[config.mk]
export PLATFORM = sky130hd
export DESIGN_NAME = kronos_imem_port
export DESIGN_NICKNAME = d
export VERILOG_FILES = /design/src/rtl/kronos_imem_port.sv
export SDC_FILE = /design/constraint.sdc
export NUM_CORES = 1
export LEC_CHECK = 0
export CAP_MARGIN = 10
export CORE_ASPECT_RATIO = 1.25
export CORE_MARGIN = 10
export CORE_UTILIZATION = 31
export DETAILED_ROUTE_END_ITERATION = 8
export PLACE_DENSITY_LB_ADDON = 0.25
export REMOVE_ABC_BUFFERS = 1
export SLEW_MARGIN = 20
export SYNTH_ARGS = -nofsm -noshare
export SYNTH_HDL_FRONTEND = slang
export SYNTH_SLANG_ARGS = --single-unit
[constraint.sdc]
create_clock -name clk -period 3.2 [get_ports clk]
set_clock_uncertainty 0.2 [all_clocks]
set_input_delay 0.64 -clock clk [delete_from_list [all_inputs] [get_ports clk]]
set_output_delay 0.64 -clock clk [all_outputs]
set_load 0.03 [all_outputs]
[src/rtl/kronos_imem_port.sv]
// Responder end of the Kronos instruction-fetch req/gnt interface, serving fetches
// from a single-port synchronous SRAM with optional wait states and arbiter stalls.
module kronos_imem_port #(
    parameter int unsigned DEPTH       = 256,
    parameter int unsigned WAIT_STATES = 0,
    localparam int unsigned AW         = $clog2(DEPTH)
) (
    input  logic          clk,
    input  logic          rstz,
    input  logic [31:0]   instr_addr,
    input  logic          instr_req,
    output logic [31:0]   instr_data,
    output logic          instr_gnt,
    output logic          sram_en,
    output logic [AW-1:0] sram_addr,
    input  logic [31:0]   sram_rdata,
    input  logic          arb_busy
);

    typedef enum logic [1:0] {StIdle, StRead, StHold} state_e;

    localparam logic [3:0] WaitCnt = 4'(WAIT_STATES);
    localparam bit         NoWait  = (WAIT_STATES == 0);

    state_e        state_q, state_d;
    logic [AW-1:0] addr_q, addr_d;
    logic [3:0]    cnt_q, cnt_d;
    logic [31:0]   data_q, data_d;

    logic [AW-1:0] word_idx;
    logic          addr_match;
    logic          data_ready;
    logic          gnt_now;
    logic          issue;

    // Byte-offset bits and index bits above the SRAM depth are don't-care.
    logic unused_addr_bits;
    assign unused_addr_bits = ^{instr_addr[31:AW+2], instr_addr[1:0]};

    assign word_idx   = instr_addr[AW+1:2];
    assign addr_match = (word_idx == addr_q);

    always_ff @(posedge clk or negedge rstz) begin
        if (!rstz) begin
            state_q <= StIdle;
            addr_q  <= '0;
            cnt_q   <= '0;
            data_q  <= '0;
        end else begin
            state_q <= state_d;
            addr_q  <= addr_d;
            cnt_q   <= cnt_d;
            data_q  <= data_d;
        end
    end

    always_comb begin
        state_d = state_q;
        addr_d  = addr_q;
        cnt_d   = cnt_q;
        data_d  = data_q;
        if (issue) begin
            addr_d = word_idx;
        end
        case (state_q)
            StIdle: begin
                state_d = issue ? StRead : StIdle;
            end
            StRead: begin
                if (issue) begin
                    state_d = StRead;
                end else if (instr_req && addr_match && !NoWait) begin
                    state_d = StHold;
                    data_d  = sram_rdata;
                    cnt_d   = WaitCnt;
                end else begin
                    state_d = StIdle;
                end
            end
            StHold: begin
                if (issue) begin
                    state_d = StRead;
                end else if (instr_req && addr_match && !data_ready) begin
                    state_d = StHold;
                    cnt_d   = cnt_q - 4'd1;
                end else begin
                    state_d = StIdle;
                end
            end
            default: begin
                state_d = StIdle;
            end
        endcase
    end

    // data_ready marks the cycle a word can be granted; if the initiator has already
    // moved to its next address in that cycle, the new address is issued instead.
    always_comb begin
        data_ready = 1'b0;
        case (state_q)
            StRead:  data_ready = NoWait;
            StHold:  data_ready = (cnt_q == 4'd1);
            default: data_ready = 1'b0;
        endcase
        gnt_now = data_ready & instr_req & addr_match;
        issue   = rstz & instr_req & ~arb_busy &
                  ((state_q == StIdle) | data_ready | ((state_q == StRead) & ~addr_match));

        instr_gnt  = gnt_now;
        instr_data = '0;
        if (gnt_now) begin
            instr_data = (state_q == StRead) ? sram_rdata : data_q;
        end
        sram_en   = issue;
        sram_addr = word_idx;
    end

endmodule

==> reports/metrics.yaml <==
outcome:
  status: "finished, final reports clean"
timing:
  worst_hold_slack_ns: 0.288
  period_share: 0.978
  worstMarginPinSlew_ns: 0.329
  relSlewSlack: 0.778
  min_period_ns: 3.13
  setup_slack_ns: 0.0714
  maxSlewViolCount: 0
  fmax_ghz: 0.320
  finalHoldViolations: 0
  setup_viol: 0
setup_path:
  reg2reg_to: "addr_q[7]$_DFFE_PN0P_"
  worst_ep_required_time_ns: 2.36
  critical_path.slowest_cell: "clkdlybuf4s50_1"
  critPathMaxStageDelay_ns: 0.51
  critPathCaptureType: "primary output"
  cp_top_family: "buffers and inverters"
  path_class: "in2out"
  path_buf_inv: 3
  rr_startpoint: "cnt_q[1]$_DFFE_PN0P_"
  worstPathMaxFanout: 16
  crit_chain: "clkdlybuf4s50_1 -> xnor2_1 -> nand4_1 -> nor2_2 -> and4_4 -> clkbuf_16 -> and2_1 -> buf_4"
  start_kind: "primary input"
  reg2regPathDepth: 8
  arrival_ns: 2.29
  r2r_slack_ns: 1.02
detailed_routing:
  drt_pre_antenna_iters: 4
  met3_length_um: 460
  vias: 1088
  vias_per_cell: 4.67
  wl_met2_um: 1640
  met1_length_um: 1510
  drc: 0
  routed.top_layer: "met4"
  routed_wl_um: 3670
  post_drt_wl_per_cell_um: 15.7
  ant_nets: 0
  drtIter0Drc: 41
yosys:
  ys_seq_elements: 14
  avgSynthCellArea_sq_um: 9.73
  synthArstFlopShare: 1.00
  synthFlopType: "dfrtp_1"
  yosysSeqAreaShare: 0.327
  ys_warn_count: 0
  synth_area_leaders: "dfrtp_1, and2_1, xnor2_1"
  syn_area_sq_um: 1070
  synth_edf_count: 0
  synth_cells: 110
  synth.distinct_cells: 24
  synth_top_area_cell: "dfrtp_1"
  synth_top_area_share: 0.327
finish:
  final_area_sq_um: 1970
  area_growth_pct: 83.7
  post-route-util: 0.604
  diodes: 0
  drive_above_1_share: 0.311
  layout.nets: 272
clocking:
  cts_buffers: 3
  htree_levels: 1
  clock_sinks: 14
  clkTransAtPathRegs_ns: 0.05
  root_buffer: "clkbuf_8"
  worstSkewPairLatency_ns: 0.24
  cts_buffer_depth: 2
  cts_tree: "yes"
global_route:
  antenna_found_initial: 0
  grt_max_degree: 33
  gr-total-overflow: 0
  grt.total_usage: 0.112
  grt_pass1_vias: 1116
  grt_pass1_wl_um: 5670
power_and_ir_drop:
  p_leak_nw: 0.927
  seqPwrFrac: 0.426
  powerDensity_nw_per_um2: 254
  combPwrFrac: 0.292
  internal_power_mw: 0.378
  power_switching_share: 0.244
  power_switching_mw: 0.122
  irDropWorstVdd_mv: 0.228
  p_clk_frac: 0.282
place:
  pre_cts_ws_ns: 0.0263
  port_buffers: 85
  place_congestion: 0.713
  placed_cell_area_sq_um: 1880
  place_hpwl_um: 3110
worst_hold_path:
  worstHoldStart: "cnt_q[3]$_DFFE_PN0P_"
  hold_path_class: "reg2reg"
  min_to: "cnt_q[3]$_DFFE_PN0P_"
  hold_depth: 1
die:
  die_area_sq_um: 6220
  core_area_sq_um: 3250
  die_w_um: 72.5
  die_y_um: 85.7
  start_util: 0.329
  io_pins: 110
  num_rows: 23
job:
  cap_violations: 0
-- synth_stat cells (2+ instances only) --
master,n
buf_4,8
mux2_2,8
xnor2_1,11
nor3_1,2
o21ai_0,2
nand3_1,2
and2_1,32
nand2_1,2
inv_1,4
nand4_1,4
clkbuf_1,3
dfrtp_1,14
ha_1,6
nor2_1,2
-- how the worst max path moves through the flow --
stage,start,to,slack (ns),depth (start not counted)
5_1_grt,instr_addr[8],instr_data[15],-0.02,8
6_report,instr_addr[8],instr_data[21],0.07,8
3_3_place_gp,instr_addr[8],instr_data[17],0.04,8
2_1_floorplan,instr_addr[8],instr_data[0],0.35,5
3_5_place_dp,instr_addr[8],instr_data[17],0.03,8
4_1_cts,instr_addr[8],instr_data[17],0.02,8
-- through the flow --
| stage | setup TNS [ns] | cells | power, mW |
|---|---|---|---|
| final | 0 | 233 | 0.500 |
| after global routing | -0.147 | 233 | 0.535 |
| after CTS | 0 | 232 | 0.509 |
| after detailed placement | 0 | 229 | 0.364 |
| after global placement | 0 | 229 | 0.360 |
| after floorplan | 0 | 99 | 0.266 |
-- power by group through the flow --
stage | logic, mW | clock network (mW) | registers [mW]
after global placement | 0.145 | 0 | 0.215
after global routing | 0.159 | 0.159 | 0.217
after floorplan | 0.0529 | 0 | 0.213
after detailed placement | 0.147 | 0 | 0.217
after CTS | 0.148 | 0.147 | 0.214
final | 0.146 | 0.141 | 0.213
-- cell families after synthesis --
kind of cell / Yosys count / synth area share
simple gates: 50 / 0.294
xor+xnor: 11 / 0.0901
compound gates: 5 / 0.0444
fa+ha+maj: 6 / 0.0702
mux: 9 / 0.0936
flops: 14 / 0.327
buf+inv: 15 / 0.0807
-- registers in the layout, indices dropped and copies added (netlist names) --
register,flops
addr_q,8
state_q,2
cnt_q,4
-- cell usage in the layout (no fill, tap or decap), drive strengths merged, types with 4 or more instances in the layout --
| cell | Yosys | layout |
|---|---|---|
| clkdlybuf4s50 | 0 | 48 |
| xnor2 | 11 | 11 |
| ha | 6 | 6 |
| clkbuf | 3 | 4 |
| and2 | 32 | 32 |
| mux2 | 8 | 8 |
| inv | 4 | 4 |
| nand4 | 4 | 4 |
| dfrtp | 14 | 14 |
| buf | 8 | 42 |
-- layer usage --
metal  track usage  up-vias
li1              -      527
met1         0.123      487
met2         0.180       69
met3        0.0554        5
met4        0.0415        0
met5             0        -
-- layout make-up --
class	instances	area (sq um)
clock buffers	3	41.3
flip-flops and latches	14	350
well taps	37	46.3
repair buffers	94	875
inverters	4	15.0
multi-input cells	81	638
fillers	277	1290
-- repair_timing --
item                                   4_1_cts  5_1_grt
gates resized for setup                      0        6
setup endpoints to repair                    0       32
hold buffers                                 0        0
setup buffers                                0        0
endpoints found under the hold margin        0        0
(Power assumes the default switching activity.)
